$ cat config.mk
export PLATFORM = sky130hd
export DESIGN_NAME = inst_fetch_unit
export DESIGN_NICKNAME = d
export VERILOG_FILES = /design/src/rtl/inst_fetch_unit.sv
export SDC_FILE = /design/constraint.sdc
export NUM_CORES = 1
export LEC_CHECK = 0
export CAP_MARGIN = 20
export CORE_UTILIZATION = 35
export DETAILED_ROUTE_END_ITERATION = 12
export MAX_ROUTING_LAYER = met4
export SETUP_SLACK_MARGIN = 0.1
export SYNTH_ARGS = -nofsm -noshare
export SYNTH_HDL_FRONTEND = slang
export SYNTH_SLANG_ARGS = --single-unit
$ cat constraint.sdc
create_clock -name clk -period 4 [get_ports clk]
set_clock_uncertainty 0.05 [all_clocks]
set_input_delay 0.8 -clock clk [delete_from_list [all_inputs] [get_ports clk]]
set_output_delay 0.8 -clock clk [all_outputs]
set_load 0.05 [all_outputs]
$ cat src/rtl/inst_fetch_unit.sv
// Instruction-fetch responder: loadable program store feeding a small in-order response FIFO.
// Optional macro FETCH_OOB_CHECK_EN: out-of-range fetches return a zero instruction and set a sticky error.
module inst_fetch_unit #(
    parameter int NUM_INST    = 32,
    parameter int PC_BIT      = 8,
    parameter int INST_ID_BIT = 8,
    parameter int OP_BIT      = 3,
    parameter int TAG_ID_BIT  = 2,
    parameter int IMM_BIT     = 4,
    parameter int RESP_DEPTH  = 2,
    localparam int INST_BIT   = OP_BIT + 3 * TAG_ID_BIT + IMM_BIT
) (
    input  logic                   clk,
    input  logic                   rst,
    input  logic                   load_vld,
    input  logic [PC_BIT-1:0]      load_addr,
    input  logic [INST_BIT-1:0]    load_data,
    input  logic                   fetch_vld,
    output logic                   fetch_rdy,
    input  logic [PC_BIT-1:0]      fetch_pc,
    input  logic [INST_ID_BIT-1:0] fetch_id,
    output logic                   inst_vld,
    input  logic                   inst_rdy,
    output logic [INST_ID_BIT-1:0] inst_id,
    output logic                   inst_last,
    output logic [OP_BIT-1:0]      inst_op,
    output logic [TAG_ID_BIT-1:0]  inst_dst_reg,
    output logic [TAG_ID_BIT-1:0]  inst_src_reg1,
    output logic [TAG_ID_BIT-1:0]  inst_src_reg0,
    output logic [IMM_BIT-1:0]     inst_imm,
    output logic [15:0]            fetch_cnt,
    output logic                   fetch_err
);

    localparam int AW = (NUM_INST > 1) ? $clog2(NUM_INST) : 1;
    localparam int PW = (RESP_DEPTH > 1) ? $clog2(RESP_DEPTH) : 1;
    localparam int CW = $clog2(RESP_DEPTH + 1);
    localparam logic [PC_BIT:0]    NUM_INST_W = (PC_BIT + 1)'(NUM_INST);
    localparam logic [PC_BIT-1:0]  LAST_PC    = PC_BIT'(NUM_INST - 1);
    localparam logic [PW-1:0]      PTR_MAX    = PW'(RESP_DEPTH - 1);
    localparam logic [CW-1:0]      DEPTH_C    = CW'(RESP_DEPTH);

    logic [INST_BIT-1:0]    mem_q       [NUM_INST];
    logic [INST_BIT-1:0]    fifo_word_q [RESP_DEPTH];
    logic [INST_ID_BIT-1:0] fifo_id_q   [RESP_DEPTH];
    logic                   fifo_last_q [RESP_DEPTH];

    logic [PW-1:0]   wr_ptr_q, wr_ptr_d;
    logic [PW-1:0]   rd_ptr_q, rd_ptr_d;
    logic [CW-1:0]   count_q, count_d;
    logic [15:0]     fetch_cnt_q, fetch_cnt_d;
    logic            fetch_err_q, fetch_err_d;

    logic                load_ok_s;
    logic                push_s;
    logic                pop_s;
    logic [INST_BIT-1:0] rd_word_s;
    logic [INST_BIT-1:0] push_word_s;
    logic                push_last_s;
    logic [INST_BIT-1:0] head_word_s;

    // Handshakes, write-first memory read and the word/last pushed into the FIFO
    always_comb begin
        load_ok_s   = load_vld && ({1'b0, load_addr} < NUM_INST_W);
        fetch_rdy   = (count_q < DEPTH_C) || inst_rdy;
        inst_vld    = (count_q != {CW{1'b0}});
        push_s      = fetch_vld && fetch_rdy;
        pop_s       = inst_vld && inst_rdy;
        push_last_s = (fetch_pc == LAST_PC);
        if (load_ok_s && (load_addr == fetch_pc)) begin
            rd_word_s = load_data;
        end else begin
            rd_word_s = mem_q[fetch_pc[AW-1:0]];
        end
`ifdef FETCH_OOB_CHECK_EN
        if ({1'b0, fetch_pc} >= NUM_INST_W) begin
            push_word_s = {INST_BIT{1'b0}};
            push_last_s = 1'b1;
            fetch_err_d = fetch_err_q || push_s;
        end else begin
            push_word_s = rd_word_s;
            fetch_err_d = fetch_err_q;
        end
`else
        push_word_s = rd_word_s;
        fetch_err_d = 1'b0;
`endif
    end

    // Pointer, occupancy and consumed-response counter next state
    always_comb begin
        wr_ptr_d    = wr_ptr_q;
        rd_ptr_d    = rd_ptr_q;
        fetch_cnt_d = fetch_cnt_q;
        if (push_s) begin
            wr_ptr_d = (wr_ptr_q == PTR_MAX) ? {PW{1'b0}} : wr_ptr_q + 1'b1;
        end else begin
            wr_ptr_d = wr_ptr_q;
        end
        if (pop_s) begin
            rd_ptr_d    = (rd_ptr_q == PTR_MAX) ? {PW{1'b0}} : rd_ptr_q + 1'b1;
            fetch_cnt_d = fetch_cnt_q + 16'd1;
        end else begin
            rd_ptr_d    = rd_ptr_q;
            fetch_cnt_d = fetch_cnt_q;
        end
        case ({push_s, pop_s})
            2'b10:   count_d = count_q + 1'b1;
            2'b01:   count_d = count_q - 1'b1;
            default: count_d = count_q;
        endcase
    end

    // Control state registers with synchronous reset
    always_ff @(posedge clk) begin
        if (rst) begin
            wr_ptr_q    <= {PW{1'b0}};
            rd_ptr_q    <= {PW{1'b0}};
            count_q     <= {CW{1'b0}};
            fetch_cnt_q <= 16'd0;
            fetch_err_q <= 1'b0;
        end else begin
            wr_ptr_q    <= wr_ptr_d;
            rd_ptr_q    <= rd_ptr_d;
            count_q     <= count_d;
            fetch_cnt_q <= fetch_cnt_d;
            fetch_err_q <= fetch_err_d;
        end
    end

    // FIFO payload storage; contents only matter while counted as occupied
    always_ff @(posedge clk) begin
        if (push_s && !rst) begin
            fifo_word_q[wr_ptr_q] <= push_word_s;
            fifo_id_q[wr_ptr_q]   <= fetch_id;
            fifo_last_q[wr_ptr_q] <= push_last_s;
        end
    end

    // Program store: not reset so a loaded program survives rst
    always_ff @(posedge clk) begin
        if (load_ok_s) begin
            mem_q[load_addr[AW-1:0]] <= load_data;
        end
    end

    assign head_word_s   = fifo_word_q[rd_ptr_q];
    assign inst_id       = fifo_id_q[rd_ptr_q];
    assign inst_last     = fifo_last_q[rd_ptr_q];
    assign inst_op       = head_word_s[INST_BIT-1 -: OP_BIT];
    assign inst_dst_reg  = head_word_s[IMM_BIT + 3*TAG_ID_BIT - 1 -: TAG_ID_BIT];
    assign inst_src_reg1 = head_word_s[IMM_BIT + 2*TAG_ID_BIT - 1 -: TAG_ID_BIT];
    assign inst_src_reg0 = head_word_s[IMM_BIT + TAG_ID_BIT - 1 -: TAG_ID_BIT];
    assign inst_imm      = head_word_s[IMM_BIT-1:0];
    assign fetch_cnt     = fetch_cnt_q;
    assign fetch_err     = fetch_err_q;

endmodule
# Yosys cells after proc, flatten, opt, wreduce, memory -nomap -nowiden
# Memory sizes are Yosys's and may differ from the RTL's. A register that Yosys moved wholly into a read port is not among the register bits.
# Index checks and enable logic that the tools add are counted.
word_totals:
  ff_bits: 20
  latchBits: 0
  ramBits: 460
  romBits: 0
  in_bits: 42
  output_inout_bits: 41
  elab_cells: 42
  n_memories: 4
classes:
  addsub: 5
  mul: 0
  n_div: 0
  magnitude_cmp: 2
  n_eq_ne: 4
  n_shift: 0
  mux: 14
  bitwise_logic: 0
  n_reduce_logical: 9
memory_table:
  columns: ["name", "depth", "word_bits", "rd", "rd_clocked_by_memory_dff", "wr", "line_no", "source"]
  rows:
  - ["mem_q", 32, 13, 1, 0, 1, "43", "logic [INST_BIT-1:0] mem_q [NUM_INST];"]
  - ["fifo_word_q", 2, 13, 1, 1, 1, "44", "logic [INST_BIT-1:0] fifo_word_q [RESP_DEPTH];"]
  - ["fifo_id_q", 2, 8, 1, 1, 1, "45", "logic [INST_ID_BIT-1:0] fifo_id_q [RESP_DEPTH];"]
  - ["fifo_last_q", 2, 1, 1, 1, 1, "46", "logic fifo_last_q [RESP_DEPTH];"]
ops:
  columns: ["op", "n"]
  rows:
  - ["adder 16 x 1 -> 16 bit, second input constant", 1]
  - ["two-way mux 13 bit", 1]
  - ["two-way mux 1 bit", 12]
  - ["equality test 8 x 5 -> 1 bit, second input constant", 1]
  - ["equality test 8 bit", 1]
  - ["less-than comparator 8 x 6 -> 1 bit, second input constant", 1]
  - ["logical AND 1 bit", 5]
  - ["one-hot mux 2 bit (2 select lines)", 1]
  - ["nonzero test 2 bit", 2]
  - ["adder 1 bit, second input constant", 2]
  - ["adder 2 x 1 -> 2 bit, second input constant", 1]
  - ["equality test 2 x 1 -> 1 bit, second input constant", 1]
  - ["equality test 2 bit, second input constant", 1]
  - ["less-than comparator 2 bit, second input constant", 1]
  - ["subtractor 2 x 1 -> 2 bit, second input constant", 1]
  - ["logical NOT 1 bit", 1]
  - ["logical OR 1 bit", 1]

# Logic depth before layout (Yosys ltp)
# Gate-level depths: netlist of run 1.
logic_depth:
  ltp_word: 6
  depth_mapped: 9

# Least setup slack after synthesis of run 1
# Ideal clock, no wire load.
synth_path:
  kind: "input port to flip-flop"
  start: "input inst_rdy"
  end: "memory fifo_id_q[1][0], enable pin"
  arrival_time_ns: 3.152
  required_ns: 3.516
  setup_slack_ns: 0.364
  cell_stages: 3
  cell_sequence: "nand2b_1 > nand2_1 > nor3b_1"
synth_via:
  elab_chain_len: 5
synth_rtl:
  columns: ["item", "line_no", "source"]
  rows:
  - ["from (decl)", "23", "input logic inst_rdy,"]
  - ["logical OR 1 bit", "65", "fetch_rdy = (count_q < DEPTH_C) || inst_rdy;"]
  - ["logical AND 1 bit", "67", "push_s = fetch_vld && fetch_rdy;"]
  - ["logical AND 1 bit", "133", "if (push_s && !rst) begin"]
  - ["two-way mux 1 bit", "133", null]
  - ["two-way mux 1 bit (implied by the code)", "135", "fifo_id_q[wr_ptr_q] <= fetch_id;"]
  - ["to (decl)", "45", null]
# Every way passes these cells.

==> impl_results.md, run 1 <==
- Status: finished clean
- Post-cts hold buffer count: 0
- Final Critical Period: 3310 ps
- Commonest non-fill, non-tap cell in the layout: edfxtp_1
- Fraction of power consumed by combinational cells: 0.111
- P_int: 8.35 mW
- Placed cell area: 0.0211 mm2
- Vias in the first global route: 10082
- Port buffer count: approximately 80
- RePlAce Congestion: around 0.84
- Routed length per instance: between 20 and 25 um
- CP Max Fanout: 22
- PnR worst setup slack: roughly 690 ps
- Seq/Total Area, Yosys: 0.746
- Starting Density: 0.355
- Final instance area: about 0.023 mm2
- Ports: 83
- Crit-path max cell delay: around 730 ps
- Pre-CTS WS: 584 ps
- PostCTS Resize Cnt: 0
- Pwr dens: 487 mW/mm2
- Register Area: between 0.01 and 0.015 mm2
- Leakage: about 7.4 nW
- R2R Path End: fifo_word_q[0][9]
- Commonest non-fill, non-tap cells in the layout: edfxtp_1, mux2i_1, buf_4
- CTS root buffer: clkbuf_16
- # nets final: around 1200
- Period Utilization, post-route: 0.827
- TNS Setup: 0 ps
- Yosys warning count: 0
- First-pass GRT wire length: 67.0 mm
- Post-Syn Area: around 0.019 mm2
- P_sw: approximately 2.6 mW
- Chip Height: between 200 and 250 um
- Diode count: 0
- Max-slew headroom: 0.392
- Final Slew Violations: 0
- Final wirelength: 45.2 mm
- DRT iter0 DRCs: 929
- Die area: ~0.055 mm2
- Rows: 85
- Sequential Power Share: 0.513
- Startpoint Class: register
- Dpl hpwl: between 20 and 30 mm
- Sw frac: 0.238
- R2r setup slk: ~1900 ps
- Clk sink count: 481
- Largest net degree at the start of global routing: 49
- CTS tree: done
- Layout area overhead: 17.9%
- Syn_nets: roughly 1100
- Post-Syn Instances: 1019
- Avg Vias per Cell: between 5 and 6
- Final setup vio count: 0
- Worst min-delay path class: register to register
- Multi-input logic area: roughly 0.0046 mm2
- Reg2reg start: mem_q[1][9]
- #FFs+latches synth: roughly 480
- # fillers: between 4000 and 5000
- Routed Antenna Nets: 0
- CP Depth: 3
- TritonRoute pass-1 iters: 5
- Worst Path Arrival: about 2500 ps
- Worst path top cell family by delay: buffers and inverters
- Endpoint class of the critical path: output port
- Synthesized area per cell: 18.7 um2
- Die X: approximately 240 um
- Final Hold Fails: 0
- Grt ovf: 0
- Slew @ Worst Pin: a little over 900 ps
- CTS max path bufs: 3
- Clock power frac: 0.376
- # H-tree levels: 2
- Worst R2R Path Depth: 5
- Share of cells above drive strength 1: 0.206
- Fmax: about 0.3 GHz
- Total CTS buffers: 49
- RSZ-0062 raised after global routing: no
- Area of the core: between 0.05 and 0.06 mm2
- Worst setup path end: inst_op[2]
- Critical Path RT: 3150 ps
- Total number of vias: 9922
- Clock Latency Late Sink: approximately 580 ps
- Critical Path, Cell by Cell: buf_4 > mux2_2 > clkdlybuf4s50_1
- Worst-path clk slew: ~60 ps
- Setup repair bufs after CTS: 0
- Initial antenna violation count: 2
- Max-cap violations: 0
- CP bufs+invs: 2
- CP max stage cell: clkdlybuf4s50_1
- GRT Total Usage: 0.169
- Drt drc: 0
- Peak VDD IR: about 0.3 mV
- Library cells used by synthesis: 49
- Hold path start: fetch_cnt[8]
- Setup CP Type: register to output port
-- worst reg2reg max path, stage by stage, from the launching register on --
cell      delay [ps]
edfxtp_1         370
mux4_1           500
mux2i_1          230
nor2_1           110
o311a_1          340
mux2_4           260
-- worst min path at each step --
stage,slack (ps),endpoint,cells past startpoint
floorplan,420,count_q[1],2
global placement,430,fetch_cnt[8],2
detailed placement,450,fetch_cnt[8],2
CTS,460,fetch_cnt[8],2
global route,480,fetch_cnt[8],2
finish,450,fetch_cnt[8],2
-- power by group through the flow --
stage	Combinational (mW)	Sequential, mW	Clock [mW]
CTS	1.23	5.62	4.22
global placement	1.21	5.72	0
floorplan	0.728	5.74	0
finish	1.22	5.62	4.12
global route	1.28	5.62	4.40
detailed placement	1.22	5.72	0
-- per-stage QoR --
stage | total power [mW] | hold slack [ps] | utilization | std cells
after floorplan | 6.47 | 424 | - | 1019
after global placement | 6.93 | 433 | 0.392 | 1821
after detailed placement | 6.95 | 449 | 0.392 | 1821
after CTS | 11.1 | 457 | 0.418 | 1906
after global routing | 11.3 | 483 | 0.418 | 1906
final | 11.0 | 448 | 0.418 | 1906
-- synth_stat cells (all sizes together) --
master | instances | area, um2
edfxtp | 460 | 13800
mux2i | 92 | 921
nor2 | 67 | 254
mux2 | 61 | 713
mux4 | 52 | 1220
nand2 | 37 | 139
buf | 34 | 218
clkbuf | 21 | 82.6
dfxtp | 21 | 420
o21ai | 17 | 85.1
xnor2 | 15 | 139
a22o | 13 | 114
a22oi | 13 | 97.6
and4 | 13 | 114
o22a | 13 | 114
o22ai | 13 | 81.3
o311a | 13 | 130
xor2 | 8 | 70.1
nand3 | 6 | 30.0
nand4 | 6 | 37.5
nor3 | 6 | 35.0
or3 | 6 | 37.5
a21oi | 4 | 20.0
nand3b | 4 | 30.0
and3 | 3 | 18.8
inv | 3 | 11.3
ha | 2 | 25.0
nand2b | 2 | 12.5
nor2b | 2 | 12.5
or2 | 2 | 12.5
or4b | 2 | 20.0
and2 | 1 | 6.26
and2b | 1 | 7.51
conb | 1 | 3.75
nor3b | 1 | 7.51
nor4 | 1 | 6.26
nor4b | 1 | 8.76
o21a | 1 | 7.51
or3b | 1 | 8.76
-- layout make-up --
cell class | count | area share
Tap cell | 696 | 0.0387
Sequential cell | 481 | 0.632
Inverter | 3 | 0.000500
Clock inverter | 19 | 0.00500
Clock buffer | 66 | 0.0573
Multi-Input combinational cell | 480 | 0.202
Timing Repair Buffer | 161 | 0.0635
-- routing by layer --
metal | wire (um) | track usage | vias up
met1 | 20200 | 0.230 | 5141
met5 | 0 | - | -
met2 | 21300 | 0.259 | 320
li1 | - | - | 4403
met4 | 957 | 0.0461 | 0
met3 | 2740 | 0.0322 | 58
-- flip-flops by register name (all words and copies together) (netlist names), named ones only --
signal,flops
fetch_cnt,16
count_q,2
fifo_id_q,16
fifo_last_q,2
rd_ptr_q,1
fifo_word_q,26
wr_ptr_q,1
mem_q,416
-- logic make-up after synthesis --
kind of cell               Yosys count  synth area share
DFF                                481             0.746
AOI/OAI and AO/OA                   87            0.0340
buffers and inverters               58            0.0163
xor gates and xnor gates            23            0.0109
muxes                              205             0.150
other                                1          0.000196
adders and majority gates            2           0.00131
and+or+nand+nor                    162            0.0418
No activity file was read; power rests on OpenSTA's default activity.
==> run 2: changes to the inputs <==
Clock period 4 ns to 3.1 ns, I/O delays scaled along.
==> impl_results.md, run 2 (synthesis results as in run 1) <==
- Avg Vias per Cell: approximately 5.2
- Final Hold Fails: 0
- Clock Latency Late Sink: slightly below 600 ps
- R2R Path End: fifo_word_q[1][6]
- Worst Path Arrival: between 2000 and 2500 ps
- Final setup vio count: 0
- Max-slew headroom: 0.517
- Drt drc: 0
- Vias in the first global route: approximately 10000
- Chip Height: between 200 and 250 um
- Endpoint class of the critical path: output port
- Hold Path Sink: fetch_cnt[8]
- Hold path start: fetch_cnt[8]
- GRT Total Usage: 0.179
- Multi-input logic area: 0.00457 mm2
- Worst R2R Path Depth: 5
- Leakage: 7.80 nW
- Pwr dens: between 600 and 700 mW/mm2
- Critical Path RT: 2430 ps
- Commonest non-fill, non-tap cell in the layout: edfxtp_1
- Total CTS buffers: 50
- Hold slack: 451 ps
- Max-cap violations: 0
- Layout area overhead: 20.7%
- Worst-path clk slew: ~50 ps
- Clk sink count: a little under 500
- Ports: between 80 and 90
- Total number of vias: 10124
- Fmax: between 0.3 and 0.4 GHz
- Initial antenna violation count: 2
- Port buffer count: 81
- Die area: around 0.055 mm2
- TritonRoute pass-1 iters: 5
- # nets final: 1252
- Final Critical Period: 2770 ps
- Worst min-delay path class: register to register
- # H-tree levels: 2
- Register Area: ~0.014 mm2
- Period Utilization, post-route: 0.894
- TNS Setup: 0 ps
- CTS max path bufs: 3
- Pre-CTS WS: around 100 ps
- Setup repair bufs after CTS: 0
- First-pass GRT wire length: 69.9 mm
- Area of the core: ~0.054 mm2
- CTS tree: done
- Diode count: 0
- Setup CP Type: register to output port
- Peak VDD IR: ~0.39 mV
- Final wirelength: around 48 mm
- Share of cells above drive strength 1: 0.232
- DRT iter0 DRCs: around 1000
- CTS root buffer: clkbuf_16
- Starting Density: 0.355
- Reg2reg start: mem_q[1][6]
- CP Max Fanout: 22
- Routed length per instance: roughly 25 um
- Final Slew Violations: 0
- Startpoint Class: register
- R2r setup slk: 800 ps
- Dpl hpwl: between 30 and 40 mm
- RePlAce Congestion: slightly below 0.9
- Commonest non-fill, non-tap cells in the layout: edfxtp_1, buf_4, mux2i_1
- Routed Antenna Nets: 0
- # fillers: approximately 4700
- Largest net degree at the start of global routing: 38
- Status: finished clean
- RSZ-0062 raised after global routing: no
- Grt ovf: 0
- Slew @ Worst Pin: around 720 ps
- Die X: around 240 um
- PnR worst setup slack: approximately 330 ps
- Worst hold path depth: 2
- Max FFs per register: 416
- Rows: 85
run 2: changes by cell type in the layout (fill, tap and decap cells not counted), sizes merged:
cell,delta
buf,+31
bufinv,+4
clkbuf,-3
clkdlybuf4s50,-22
clkinv,+3
clkinvlp,+1
dlygate4sd2,+14
dlymetal6s2s,+8
inv,-1
run 2: layer usage:
metal,up-vias,share of wire,track usage
met5,-,0,-
met4,0,0.021,0.0489
met3,57,0.060,0.0266
met2,338,0.45,0.260
met1,5262,0.47,0.260
li1,4467,-,-
run 2: repair_timing:
action,CTS,global route
gates resized for setup,14,8
hold buffers,0,0
setup endpoints to repair,14,8
hold endpoints to repair,0,0
run 2: worst max-delay path by stage:
stage	from	end	slack (ps)	cells after the start
after floorplan	load_addr[7]	mem_q[24][0]	300	4
after global placement	load_addr[7]	mem_q[0][5]	80	6
after detailed placement	load_addr[7]	mem_q[0][5]	100	6
final	register	inst_src_reg1[0]	330	3
after CTS	register	inst_id[3]	110	3
after global routing	register	inst_src_reg1[0]	270	3
run 2: final cells by class:
cell class | instances | area share
multi-input combinational | 480 | 0.198
sequential | 481 | 0.618
inverter | 3 | 0.000489
clock inverter | 26 | 0.0107
tap | 696 | 0.0378
clock buffer | 63 | 0.0573
timing repair buffer | 192 | 0.0777
run 2: power by group:
| group | internal, mW | switching, mW |
|---|---|---|
| clock network | 3.41 | 2.38 |
| logic | 0.586 | 1.03 |
| registers | 7.21 | 0.0380 |
| total | 11.2 | 3.45 |
run 2: through the flow:
step	std cells	power, mW	cell area (um2)	util
after floorplan	1019	8.35	19100	-
after global placement	1852	9.02	21500	0.399
after detailed placement	1852	9.04	21500	0.399
after CTS	1941	14.8	23000	0.428
after global routing	1941	15.1	23000	0.428
final	1941	14.7	23000	0.428
run 2: critical path, stage by stage, from the launching register on:
cell and delay, ps:
dfxtp_1 310, buf_4 320, mux2_2 420, dlygate4sd2_1 470
